File: config.mk
export PLATFORM = sky130hd
export DESIGN_NAME = mem_arbiter
export DESIGN_NICKNAME = d
export VERILOG_FILES = /design/src/rtl/mem_arbiter.sv
export SDC_FILE = /design/constraint.sdc
export NUM_CORES = 1
export LEC_CHECK = 0
export ABC_AREA = 1
export CORE_MARGIN = 2
export CORE_UTILIZATION = 35
export CTS_BUF_LIST = sky130_fd_sc_hd__clkbuf_8
export CTS_CLUSTER_SIZE = 8
export DETAILED_ROUTE_END_ITERATION = 16
export GPL_TIMING_DRIVEN = 0
export HOLD_SLACK_MARGIN = 0.15
export PLACE_DENSITY = 0.82
export SLEW_MARGIN = 20
export SYNTH_ARGS = -nofsm -noshare
export SYNTH_HDL_FRONTEND = slang
export SYNTH_SLANG_ARGS = --single-unit
File: constraint.sdc
create_clock -name clk -period 1.96 [get_ports clk]
set_input_delay 0.196 -clock clk [delete_from_list [all_inputs] [get_ports clk]]
set_output_delay 0.196 -clock clk [all_outputs]
set_load 0.05 [all_outputs]
File: src/rtl/mem_arbiter.sv
// Two-port memory arbiter: core (m0) and debug/loader (m1) share one memory.
// Optional round-robin tie-break via MEM_ARBITER_ROUND_ROBIN_EN.
module mem_arbiter #(
  parameter int MAX_HOLD = 8
) (
  input  logic        clk,
  input  logic        reset,
  input  logic        m0_req,
  input  logic        m0_we,
  input  logic        m0_lock,
  input  logic [31:0] m0_addr,
  input  logic [31:0] m0_wdata,
  output logic        m0_gnt,
  output logic        m0_rvalid,
  output logic [31:0] m0_rdata,
  input  logic        m1_req,
  input  logic        m1_we,
  input  logic        m1_lock,
  input  logic [31:0] m1_addr,
  input  logic [31:0] m1_wdata,
  output logic        m1_gnt,
  output logic        m1_rvalid,
  output logic [31:0] m1_rdata,
  output logic [31:0] mem_a,
  output logic [31:0] mem_wd,
  output logic        mem_we,
  input  logic [31:0] mem_rd
);

  localparam int CW = $clog2(MAX_HOLD + 1);

  typedef enum logic [1:0] {
    IDLE,
    OWN0,
    OWN1
  } state_t;

  state_t          state;
  logic [CW-1:0]   hold_cnt;
  logic            last_port;
  logic            rv0_q;
  logic            rv1_q;
  logic [31:0]     a_q;
  logic [31:0]     wd_q;
  logic            g0;
  logic            g1;
  logic            hit0;
  logic            hit1;
  logic            tie1;

`ifdef MEM_ARBITER_ROUND_ROBIN_EN
  logic            rr_ptr;
  assign tie1 = rr_ptr;
`else
  assign tie1 = 1'b0;
`endif

  // Hold limit reached by the port that won the recent run of grants.
  assign hit0 = !last_port && m1_req &&
                (hold_cnt == CW'(MAX_HOLD));
  assign hit1 = last_port && m0_req &&
                (hold_cnt == CW'(MAX_HOLD));

  // Grant decision from current requests and ownership state.
  always_comb begin
    g0 = 1'b0;
    g1 = 1'b0;
    if (!reset) begin
      case (state)
        IDLE: begin
          if (m0_req && m1_req) begin
            if (hit0)      g1 = 1'b1;
            else if (hit1) g0 = 1'b1;
            else if (tie1) g1 = 1'b1;
            else           g0 = 1'b1;
          end else begin
            g0 = m0_req;
            g1 = m1_req;
          end
        end
        OWN0: begin
          if (m0_req && !hit0) g0 = 1'b1;
          else                 g1 = m1_req;
        end
        OWN1: begin
          if (m1_req && !hit1) g1 = 1'b1;
          else                 g0 = m0_req;
        end
        default: begin
          g0 = 1'b0;
          g1 = 1'b0;
        end
      endcase
    end
  end

  assign m0_gnt = g0;
  assign m1_gnt = g1;

  assign mem_we = (g0 & m0_we) | (g1 & m1_we);
  assign mem_a  = reset ? '0 :
                  g0 ? m0_addr :
                  g1 ? m1_addr : a_q;
  assign mem_wd = reset ? '0 :
                  g0 ? m0_wdata :
                  g1 ? m1_wdata : wd_q;

  assign m0_rvalid = rv0_q & ~reset;
  assign m1_rvalid = rv1_q & ~reset;
  assign m0_rdata  = m0_rvalid ? mem_rd : '0;
  assign m1_rdata  = m1_rvalid ? mem_rd : '0;

  // Ownership FSM, hold counter, read tags and held bus values.
  always_ff @(posedge clk) begin
    if (reset) begin
      state     <= IDLE;
      hold_cnt  <= '0;
      last_port <= 1'b0;
      rv0_q     <= 1'b0;
      rv1_q     <= 1'b0;
      a_q       <= '0;
      wd_q      <= '0;
`ifdef MEM_ARBITER_ROUND_ROBIN_EN
      rr_ptr    <= 1'b0;
`endif
    end else begin
      rv0_q <= g0 & ~m0_we;
      rv1_q <= g1 & ~m1_we;
      if (g0 || g1) begin
        a_q       <= mem_a;
        wd_q      <= mem_wd;
        last_port <= g1;
`ifdef MEM_ARBITER_ROUND_ROBIN_EN
        rr_ptr    <= ~g1;
`endif
      end
      if (g0)
        state <= m0_lock ? OWN0 : IDLE;
      else if (g1)
        state <= m1_lock ? OWN1 : IDLE;
      else
        state <= IDLE;
      if (g0 && m1_req)
        hold_cnt <= !last_port ?
                    hold_cnt + CW'(1) : CW'(1);
      else if (g1 && m0_req)
        hold_cnt <= last_port ?
                    hold_cnt + CW'(1) : CW'(1);
      else
        hold_cnt <= '0;
    end
  end

endmodule

# Word level (Yosys, flattened, before mapping)
# Cells that the tools add are included.
dict set report totals {
  out_inout_bits 133
  ff_bits 73
  in_bits 168
  elab_cells 63
}
dict set report op_classes {
  reduce_logical 14
  bitwise_logic 10
  muxes 28
  addsub 1
  n_eq_ne 3
}
# op count
set ops {}
lappend ops {{2-to-1 mux 32 bit} 8}
lappend ops {{2-to-1 mux 4 bit} 4}
lappend ops {{2-to-1 mux 1 bit} 11}
lappend ops {{logical AND 1 bit} 9}
lappend ops {{bitwise AND 1 bit} 6}
lappend ops {{2-to-1 mux 2 bit} 3}
lappend ops {{case mux 1 bit (3 select lines)} 2}
lappend ops {{adder 4 x 1 -> 4 bit, second input constant} 1}
lappend ops {{== test 4 bit, second input constant} 1}
lappend ops {{zero test 1 bit} 3}
lappend ops {{NOT 1 bit} 3}
lappend ops {{== test 2 x 1 -> 1 bit, second input constant} 1}
lappend ops {{== test 2 bit, second input constant} 1}
lappend ops {{zero test 2 bit} 1}
lappend ops {{logical OR 1 bit} 1}
lappend ops {{OR 1 bit} 1}

# Logic depth before layout (Yosys ltp)
# Gate-level depths: netlist of run 1.
dict set report logic_depth {
  ltp_word 11
  ltp_mapped 15
  ltp_nobuf 14
}

# Worst setup path before layout of run 1
# Ideal clock, no wire load.
dict set report synth_timing {
  path_type {register to output}
  startpoint {register hold_cnt[0]}
  endpoint {output port mem_wd[15]}
  path_stages_with_launch 14
  setup_slack_ns -0.383
  path_buffers 2
  t_arrival_ns 2.147
  required_time_ns 1.764
  cell_sequence {dfxtp_1 -> inv_1 -> ha_1 -> nand2_1 -> nor2_1 -> nand2_1 -> nand2_1 -> nand2_1 -> nand2_2 -> nand2_4 -> buf_6 -> buf_6 -> nand3_1 -> a21oi_1}
}
dict set report synth_between {
  elab_chain_cells 10
}
# element line
set synth_lines {}
lappend synth_lines {{start, declared} 39} ;# logic [CW-1:0] hold_cnt;
lappend synth_lines {{start signal, assigned} 144} ;# hold_cnt <= !last_port ?
lappend synth_lines {{start signal, assigned} 147} ;# hold_cnt <= last_port ?
lappend synth_lines {{== test 4 bit *} {60, 62}}
lappend synth_lines {{logical AND 1 bit (on tied branches)} {61, 59}}
lappend synth_lines {{zero test 1 bit (on tied branches)} {86, 82}}
lappend synth_lines {{logical AND 1 bit (on tied branches)} {86, 82}}
lappend synth_lines {{2-to-1 mux 1 bit (on tied branches)} {86, 82}}
lappend synth_lines {{case mux 1 bit (3 select lines)} 69} ;# case (state)
lappend synth_lines {{2-to-1 mux 1 bit} 68} ;# if (!reset) begin
lappend synth_lines {{2-to-1 mux 32 bit} 106} ;# g1 ? m1_wdata : wd_q;
lappend synth_lines {{2-to-1 mux 32 bit *} 105} ;# g0 ? m0_wdata :
lappend synth_lines {{2-to-1 mux 32 bit *} 104} ;# assign mem_wd = reset ? '0 :
lappend synth_lines {{end, declared} 25} ;# output logic [31:0] mem_wd,
# Mark *: on every way between the ends. The rest lies on a longest branch, timed or not.

# Worst setup path after layout of run 1
dict set report layout_timing {
  startpoint {register hold_cnt[0]}
  endpoint {output port mem_a[23]}
}
dict set report layout_between {
  elab_chain_cells 10
}
# element line
set layout_lines {}
lappend layout_lines {{== test 4 bit *} {60, 62}}
lappend layout_lines {{logical AND 1 bit (on tied branches)} {61, 59}}
lappend layout_lines {{zero test 1 bit (on tied branches)} {86, 82}}
lappend layout_lines {{logical AND 1 bit (on tied branches)} {86, 82}}
lappend layout_lines {{2-to-1 mux 1 bit (on tied branches)} {86, 82}}
lappend layout_lines {{case mux 1 bit (3 select lines)} 69}
lappend layout_lines {{2-to-1 mux 1 bit} 68}
lappend layout_lines {{2-to-1 mux 32 bit} 103} ;# g1 ? m1_addr : a_q;
lappend layout_lines {{2-to-1 mux 32 bit *} 102} ;# g0 ? m0_addr :
lappend layout_lines {{2-to-1 mux 32 bit *} 101} ;# assign mem_a = reset ? '0 :
lappend layout_lines {{end, declared} 24} ;# output logic [31:0] mem_a,
# Marks and branches as above.

==> impl_metrics.csv, run 1 <==
group,metric,value,unit
grt,antenna_found_initial,1,
setup_path,crit_path_end_kind,"primary output",
clocking,clkSlewWorstSetupHoldPaths,0.08,ns
grt,grt_overflow,0,
synth,synth.cell_area,4438,µm²
synth,synth.most_common_cell,"nand3_1",
grt,grt_first_pass_wirelength,30.10,mm
setup_path,r2r_cells,20,
cells_and_area,multi_input_area,3156,µm²
timing,setup_viol,68,
clocking,h-tree-depth,3,
setup_path,critical_path.max_stage_delay,0.33,ns
setup_path,required,1.76,ns
timing,drv_slew,0,
floorplan,ios,301,
status,outcome,"finished with violations",
floorplan,die_w,116.6,µm
detailed_routing,firstDrtPassIters,5,
setup_path,cpLargestDelayFamily,"simple AND/OR/NAND/NOR gates",
placement,port_buffers,300,
floorplan,dieHeight,116.6,µm
timing,tightest_slew,0.6144,ns
clocking,cts-buffers-inserted,9,
timing,fin_ws,-0.5528,ns
synth,yosysWarningCount,0,
setup_path,reg2reg_slack,-0.45,ns
min_path,hold_depth,3,
clocking,cts.sinks,73,
clocking,cts_tree,"built",
detailed_routing,wl_per_cell,16.87,µm
cells_and_area,drive_above_1_share,0.4084,
grt,grt_max_degree,12,
synth,yosysSeqAreaShare,0.3293,
detailed_routing,route.met2.wl,10.90,mm
clocking,cts_root_buf,"clkbuf_8",
grt,grt_pass1_vias,5817,
floorplan,start_util,0.3546,
detailed_routing,antenna_left,0,
grt,grt.total_usage,0.2859,
synth,avgSynthCellArea,6.055,µm²
synth,ys_types,23,
min_path,hp-class,"in -> reg",
detailed_routing,vias_per_cell,4.991,
setup_path,cp_max_fo,7,
synth,dominantRegCellSynth,"dfxtp_1",
timing,fin_worst_skew,0.007892,ns
floorplan,core,12520,µm²
setup_path,critPathKind,"reg -> out",
flow_run,drv_cap,0,
cells_and_area,areaGrowthSynthToFinish,119.6,%
synth,ys_seq_elements,73,
timing,report.final.hold_viol_count,0,
placement,gp_congestion,0.8311,
timing,period_share,1.282,
clocking,clk_latency,0.35,ns
synth,syn-num-nets,903,
detailed_routing,drc,0,
pwr,peakVddDrop,0.0003825,V
floorplan,rows,41,
setup_path,crit_buf_inv,4,
setup_path,crit_path_cell_trace,"inv_2, ha_4, nand2_4, nor2_4, nand2_2, nand2_2, nand2_4, nand2_8, nand2_4, clkbuf_16, nand3_1, nand3_1, nand2_2, clkinvlp_4, buf_6",
placement,hpwl,14.97,mm
synth,async_flop_share,0,
cells_and_area,fin_area,9747,µm²
setup_path,crit_start,"hold_cnt[0]",
timing,fin_setup_tns,-30.86,ns
detailed_routing,finalWirelength,21.34,mm
clocking,cts_buffer_depth,2,
setup_path,crit_arrival,2.32,ns
status,violations,"setup timing",
timing,max_slew_margin,0.5904,
min_path,worstHoldEndpoint,"state[1]",
synth,yosys.area.top_type,"dfxtp_1",
cells_and_area,nFillCells,859,
min_path,min_from,"m1_lock",
detailed_routing,vias,6314,
timing,rsz0062_at_grt,"yes",
cells_and_area,final_net_count,1257,
detailed_routing,route.top_layer_used,"met4",
placement,placed_area,8199,µm²
setup_path,timing.rr.start,"hold_cnt[0]",
timing,fin_crit,2.513,ns
floorplan,die_area,13600,µm²
setup_path,critPathLaunchType,"register",
setup_path,crit_slowest_cell,"dfxtp_2",
cells_and_area,ff_latch_area,1464,µm²
clocking,cts_hold_buffers,0,
detailed_routing,drt-met1-wl,7.736,mm
timing,clock.fmax,0.3980,GHz
synth,synth.area.top_cells,"dfxtp_1, nand3_1, inv_1",
synth,synth-edff-count,0,
detailed_routing,drt_iter0_markers,322,
synth,netlist_instances,733,
pwr,p_leak,0.004370,µW
synth,yosysTopAreaCellShare,0.3293,
detailed_routing,dr_wl_met3,1.673,mm
synth,synth_commonest_cells,"nand3_1, inv_1, nand2_1, a21oi_1, nor2_1",
setup_path,r2r-end,"a_q[26]",
pwr,p_per_area,503.2,nW/µm²
## worst register-to-register path: stages (launching register included)
cell and delay, ns:
dfxtp_2 0.33, inv_2 0.08, ha_4 0.14, nand2_4 0.05, nor2_4 0.11, nand2_2 0.08, nand2_2 0.08, nand2_2 0.06
nand2_4 0.11, buf_12 0.16, buf_12 0.16, nand3_2 0.08, nand3_2 0.09, nand2_2 0.06, buf_4 0.14, buf_4 0.12
buf_4 0.12, buf_4 0.12, buf_4 0.12, buf_4 0.11, inv_1 0.04
## placed cells by master, fill, tap and decap left out, types with 44 or more instances in the layout
cell             count
nand3_2             59
buf_6               44
nor2_1              72
clkdlybuf4s50_1    166
nand2_1             59
inv_1               80
dfxtp_1             71
nand2_2             47
nand3_1            133
## layer usage
layer,track usage,vias to the layer above
li1,-,3030
met1,0.3163,2923
met2,0.5194,291
met3,0.06642,70
met4,0.1310,0
met5,0,-
## sequential cells by signal (all words and copies together) (netlist names)
| name | cells |
|---|---|
| rv1_q | 1 |
| a_q | 32 |
| state | 2 |
| rv0_q | 1 |
| hold_cnt | 4 |
| wd_q | 32 |
| last_port | 1 |
## per-stage QoR
stage	instances	hold slack [ns]	util	worst slack, ns	total power [µW]
3_5_place_dp	1205	0.5518	0.6550	-1.198	3374
5_1_grt	1265	0.3576	0.7787	-0.6322	5088
6_report	1265	0.3653	0.7787	-0.5528	4905
3_3_place_gp	1205	0.5244	0.6546	-1.199	3356
4_1_cts	1242	0.3600	0.7347	-0.5272	4761
2_1_floorplan	733	0.2684	-	-0.01237	2658
## power by group
| group | switching, µW | total, µW | internal (µW) |
|---|---|---|---|
| Clock | 558 | 1160 | 605 |
| Combinational | 1180 | 2120 | 943 |
| Sequential | 40.0 | 1620 | 1580 |
## how the worst max path moves through the flow
stage	cells past startpoint	endpoint
4_1_cts	16	mem_a[21]
5_1_grt	15	mem_a[23]
3_3_place_gp	5	mem_wd[14]
3_5_place_dp	9	mem_wd[13]
2_1_floorplan	12	mem_we
6_report	15	mem_a[23]
## logic make-up (layout without fill, tap and decap cells)
| logic type | after synthesis | in the layout | share of synthesized area |
|---|---|---|---|
| simple gates | 381 | 382 | 0.3806 |
| fa+ha+maj | 2 | 2 | 0.005638 |
| compound gates | 86 | 86 | 0.09839 |
| other cells | 0 | 1 | 0 |
| buf+inv | 189 | 547 | 0.1821 |
| flops | 73 | 73 | 0.3293 |
| xor+xnor | 2 | 2 | 0.003948 |
## layout make-up
| cell class | count | share of cell area |
|---|---|---|
| multi-input combinational | 472 | 0.3237 |
| clock buffer | 10 | 0.01412 |
| clock inverter | 6 | 0.005263 |
| timing repair buffer | 343 | 0.3723 |
| inverter | 134 | 0.06072 |
| tap | 172 | 0.02208 |
| buffer | 54 | 0.05135 |
| antenna | 1 | 0.0002567 |
| sequential | 73 | 0.1502 |
## timing repair
action | CTS | global route
pin swaps | 23 | 35
setup endpoints to repair | 144 | 189
gates resized for setup | 875 | 120
gates cloned | 3 | 4
setup buffers | 18 | 21
No activity file was read; power rests on OpenSTA's default activity.
==> inputs of run 2 (changes only) <==
CELL_PAD_IN_SITES_DETAIL_PLACEMENT = 0   (was unset)
CELL_PAD_IN_SITES_GLOBAL_PLACEMENT = 2   (was unset)
CORE_UTILIZATION = 17   (was 35)
PLACE_DENSITY = 0.86   (was 0.82)
==> run 2 against run 1 <==
  * The run still ends with setup timing left
  * Sequential power barely moved
  * Final cell count rose by 13%
  * Wire length rose by 12%
  * Design area rose by 8.6%
  * Die area rose by 100%
  * First-iteration DRC count fell by 48%
  * Total power rose by 6.0%
==> impl_metrics.csv, run 2 (same netlist as run 1, synthesis figures left out) <==
group,metric,value,unit
clocking,clkSlewWorstSetupHoldPaths,0.08,ns
detailed_routing,vias,6047,
timing,tightest_slew,0.7092,ns
clocking,cts_tree,"built",
setup_path,reg2reg_slack,0,ns
setup_path,crit_slowest_cell,"dfxtp_2",
grt,grt_most_used_layer,"met2",
grt,use_met3,0.03971,
detailed_routing,finalWirelength,23.87,mm
setup_path,timing.rr.start,"hold_cnt[0]",
setup_path,critical_path.max_stage_delay,0.33,ns
pwr,p_per_area,491.2,nW/µm²
timing,drv_slew,0,
setup_path,cpLargestDelayFamily,"simple AND/OR/NAND/NOR gates",
grt,grt_first_pass_wirelength,32.52,mm
cells_and_area,layout_commonest_cell,"clkdlybuf4s50_1",
min_path,hp-class,"in -> reg",
detailed_routing,antenna_left,0,
timing,period_share,1.295,
timing,timing.hold.ws,0.3549,ns
floorplan,dieHeight,165.6,µm
min_path,worstHoldEndpoint,"state[1]",
status,violations,"setup timing",
timing,fin_crit,2.538,ns
setup_path,cp.depth,15,
pwr,p_leak,0.004649,µW
timing,report.final.hold_viol_count,0,
timing,setup_viol,129,
setup_path,crit_path_end_kind,"primary output",
floorplan,core,25840,µm²
setup_path,required,1.76,ns
setup_path,crit_path_cell_trace,"inv_2, ha_4, nand2_4, nor2_4, nand2_2, nand2_2, nand2_2, nand2_4, clkbuf_16, clkbuf_16, nand3_1, nand2_2, inv_2, a21oi_4, buf_8",
status,outcome,"finished with violations",
placement,dp.cells,1368,
cells_and_area,fin_cells,1430,
grt,grt_pass1_vias,5844,
placement,placed_area,8403,µm²
flow_run,drv_cap,0,
timing,clock.fmax,0.3941,GHz
setup_path,path_common_cell,"nand2_2",
floorplan,die_area,27420,µm²
cells_and_area,drive_above_1_share,0.4616,
timing,fin_ws,-0.5777,ns
floorplan,rows,59,
setup_path,crit_arrival,2.34,ns
min_path,hold_depth,3,
cells_and_area,areaGrowthSynthToFinish,138.6,%
floorplan,start_util,0.1718,
min_path,min_from,"m1_lock",
cells_and_area,top_regs,"a_q (32), wd_q (32), hold_cnt (4)",
setup_path,critPathLaunchType,"register",
detailed_routing,firstDrtPassIters,4,
clocking,cts.sinks,73,
grt,use_met2,0.2750,
clocking,cts_root_buf,"clkbuf_8",
grt,met1_usage,0.1915,
clocking,clk_latency,0.37,ns
cells_and_area,mostFrequentLayoutCells,"clkdlybuf4s50_1, nand3_1, nor2_1, dfxtp_1, inv_1",
grt,grt_max_degree,14,
setup_path,r2r_cells,14,
grt,grt_overflow,0,
timing,max_slew_margin,0.5272,
setup_path,critPathKind,"reg -> out",
detailed_routing,vias_per_cell,4.229,
clocking,h-tree-depth,3,
detailed_routing,drt_iter0_markers,168,
floorplan,die_w,165.6,µm
timing,rsz0062_at_grt,"yes",
cells_and_area,final_net_count,1259,
pwr,peakVddDrop,0.0002521,V
clocking,cts_buffer_depth,2,
setup_path,crit_buf_inv,5,
detailed_routing,wl_per_cell,16.69,µm
placement,post-place-ws,-1.342,ns
timing,fin_worst_skew,0.01467,ns
placement,gp_congestion,0.7918,
detailed_routing,drc,0,
placement,hpwl,17.02,mm
clocking,cts_hold_buffers,0,
grt,antenna_found_initial,0,
floorplan,ios,301,
setup_path,cp_max_fo,5,
cells_and_area,fin_area,10590,µm²
setup_path,r2r-end,"last_port",
grt,grt.total_usage,0.1577,
placement,port_buffers,300,
clocking,cts-buffers-inserted,9,
run 2: final cells by class:
cell class	count	area, µm²
fillers	2689	15250
inverters	134	589.3
diodes	1	2.502
multi-input cells	471	3501
repair buffers	345	3851
well taps	335	419.2
clock inverters	6	65.06
flip-flops and latches	73	1464
plain buffers	55	559.3
clock buffers	10	137.6
run 2: per-layer routing:
metal / wire length [µm] / vias up
met4: 442 / 0
met1: 10060 / 2789
li1: - / 3031
met2: 11660 / 206
met5: 0 / -
met3: 1706 / 21
run 2: worst max path at each step:
stage                            end  slack (ns)   startpoint
final                     mem_wd[30]       -0.58  hold_cnt[0]
after CTS                 mem_wd[15]       -0.63  hold_cnt[0]
after global routing      mem_wd[30]       -0.68  hold_cnt[0]
after global placement     mem_wd[5]       -1.37        reset
after floorplan               mem_we       -0.01  hold_cnt[0]
after detailed placement  mem_wd[10]       -1.34        reset
run 2: repair_timing:
| item | CTS | global route |
|---|---|---|
| setup endpoints to repair | 192 | 176 |
| setup buffers | 7 | 26 |
| resized for setup | 757 | 305 |
| pin swaps | 15 | 61 |
| gates cloned | 3 | 9 |
run 2: through the flow:
step	setup TNS [ns]	total power (µW)	utilization
after floorplan	-0.01237	2658	-
after global placement	-157.75	3415	0.3250
after detailed placement	-154.86	3418	0.3252
after CTS	-64.12	4926	0.3613
after global routing	-68.04	5450	0.4097
final	-50.14	5201	0.4098
run 2: power breakdown:
| group | internal [µW] | switching, µW | total [µW] |
|---|---|---|---|
| Sequential | 1580 | 42.3 | 1620 |
| Combinational | 1040 | 1240 | 2290 |
| Clock | 626 | 668 | 1290 |
| Total | 3250 | 1950 | 5200 |
run 2: worst min-delay path: stages:
cell and delay (ns):
clkdlybuf4s50_1 0.40, inv_1 0.05, nor2_1 0.04
==> inputs of run 3 (changes only) <==
SKIP_CTS_REPAIR_TIMING = 1   (was unset)
==> run 3 against run 2 <==
  * The run still ends with setup timing left
  * Wire length decreased by 2.9%
  * Final cell count decreased by 1.0%
  * Die area unchanged
  * First-iteration DRC count increased by 17%
  * Design area decreased by 7.0%
  * Critical path depth decreased by 2
  * Utilization decreased by 2.9 points
  * Global-route usage decreased by 0.47 points
  * Non-clock buffer count decreased by 16
  * Largest power group unchanged
==> impl_metrics.csv, run 3 (same netlist as run 1, synthesis figures left out) <==
group,metric,value,unit
pwr,p_per_area,509.5,nW/µm²
detailed_routing,drc,0,
clocking,cts_root_buf,"clkbuf_8",
detailed_routing,finalWirelength,23.18,mm
floorplan,core,25840,µm²
setup_path,crit_slowest_cell,"dfxtp_2",
placement,gp_congestion,0.7918,
detailed_routing,antenna_left,0,
timing,setup_viol,72,
timing,fin_setup_tns,-34.10,ns
pwr,switching_share,0.3724,
grt,grt_first_pass_wirelength,31.69,mm
detailed_routing,vias_per_cell,4.200,
floorplan,ios,301,
setup_path,cp-endpoint,"mem_wd[28]",
pwr,p_clk_frac,0.254,
setup_path,r2r_cells,15,
grt,antenna_found_initial,0,
detailed_routing,vias,5943,
setup_path,critical_path.max_stage_delay,0.33,ns
min_path,hp-class,"in -> reg",
status,outcome,"finished with violations",
grt,grt.total_usage,0.1530,
detailed_routing,drt_iter0_markers,196,
timing,max_slew_margin,0.5165,
placement,hpwl,17.02,mm
clocking,cts_tree,"built",
cells_and_area,ff_latch_area,1464,µm²
pwr,p_leak,0.004496,µW
pwr,power_switching,1868,µW
cells_and_area,top_regs,"a_q (32), wd_q (32), hold_cnt (4)",
timing,tightest_slew,0.7252,ns
timing,period_share,1.288,
flow_run,drv_cap,0,
grt,grt_pass1_vias,5713,
setup_path,crit_path_cell_trace,"inv_2, ha_4, nand2_4, nor2_4, nand2_2, nand3_2, nand2_8, nand2_8, buf_12, clkbuf_16, nand3_2, a21oi_4, buf_8",
floorplan,die_area,27420,µm²
grt,grt_max_degree,14,
cells_and_area,diodes,0,
setup_path,crit_path_end_kind,"primary output",
setup_path,timing.rr.start,"hold_cnt[0]",
pwr,power,5015,µW
timing,fin_ws,-0.5638,ns
setup_path,r2r-end,"hold_cnt[1]",
status,violations,"setup timing",
pwr,internal_power,3147,µW
clocking,cts-buffers-inserted,9,
placement,port_buffers,300,
timing,fin_crit,2.524,ns
setup_path,critPathKind,"reg -> out",
detailed_routing,wl_per_cell,16.38,µm
setup_path,crit_start,"hold_cnt[0]",
setup_path,cp_max_fo,7,
pwr,power_frac_comb,0.423,
timing,report.final.hold_viol_count,0,
pwr,p_seq_frac,0.322,
detailed_routing,firstDrtPassIters,4,
timing,clock.fmax,0.3962,GHz
timing,fin_worst_skew,0.01047,ns
min_path,hold_depth,3,
clocking,h-tree-depth,3,
setup_path,crit_arrival,2.33,ns
setup_path,required,1.76,ns
pwr,peakVddDrop,0.0002451,V
setup_path,reg2reg_slack,-0.12,ns
cells_and_area,final_net_count,1245,
timing,rsz0062_at_grt,"yes",
floorplan,rows,59,
grt,grt_overflow,0,
floorplan,dieHeight,165.6,µm
cells_and_area,drive_above_1_share,0.3870,
timing,drv_slew,0,
floorplan,die_w,165.6,µm
cells_and_area,layout_commonest_cell,"clkdlybuf4s50_1",
floorplan,start_util,0.1718,
setup_path,critPathLaunchType,"register",
cells_and_area,nFillCells,2760,
clocking,cts.sinks,73,
cells_and_area,mostFrequentLayoutCells,"clkdlybuf4s50_1, nand3_1, inv_1",
clocking,clkSlewWorstSetupHoldPaths,0.08,ns
clocking,cts_buffer_depth,2,
cells_and_area,multi_input_area,3204,µm²
cells_and_area,areaGrowthSynthToFinish,121.8,%
clocking,clk_latency,0.37,ns
[run 3: how the worst min path moves through the flow]
stage,startpoint,endpoint
4_1_cts,m0_lock,state[0]
6_report,m1_lock,state[1]
2_1_floorplan,m0_we,rv0_q
3_3_place_gp,hold_cnt[0],hold_cnt[0]
3_5_place_dp,hold_cnt[0],hold_cnt[0]
5_1_grt,m0_lock,state[0]
[run 3: worst max-delay path, delay by kind of cell, from the launching register on]
kind | cells | cell delay, ns
compound gates | 1 | 0.18
simple gates | 7 | 0.73
buf+inv | 4 | 0.56
fa+ha+maj | 1 | 0.14
flops | 1 | 0.33
[run 3: routing by layer]
metal	vias to the layer above	track usage	part of all wire
met5	-	0	0
met4	0	0.04271	0.015
met3	19	0.03871	0.074
met2	200	0.2629	0.49
met1	2716	0.1889	0.42
li1	3008	-	-
[run 3: area by class of cell]
type                       count  share of cell area
buffer                        55             0.05555
clock buffer                  10             0.01398
clock inverter                 6            0.006610
inverter                     134             0.06012
multi-input combinational    472              0.3255
sequential                    73              0.1487
tap                          335             0.04258
timing repair buffer         329              0.3460
timing repair inverter         1           0.0008898
[run 3: per-stage QoR]
stage	worst slack, ns	hold slack [ns]	area (µm²)	util	cells
final	-0.5638	0.3557	9843	0.3810	1415
after global routing	-0.6852	0.3541	9843	0.3810	1415
after CTS	-1.548	0.3416	8606	0.3331	1384
after detailed placement	-1.342	0.5446	8403	0.3252	1368
after global placement	-1.372	0.5282	8398	0.3250	1368
after floorplan	-0.01237	0.2684	4976	-	733
[run 3: power by group through the flow]
| stage | clock [µW] | combinational (µW) | sequential (µW) |
|---|---|---|---|
| 3_5_place_dp | 0 | 1780 | 1640 |
| 4_1_cts | 1330 | 1790 | 1600 |
| 3_3_place_gp | 0 | 1780 | 1640 |
| 5_1_grt | 1390 | 2260 | 1630 |
| 2_1_floorplan | 0 | 1030 | 1630 |
| 6_report | 1280 | 2120 | 1620 |
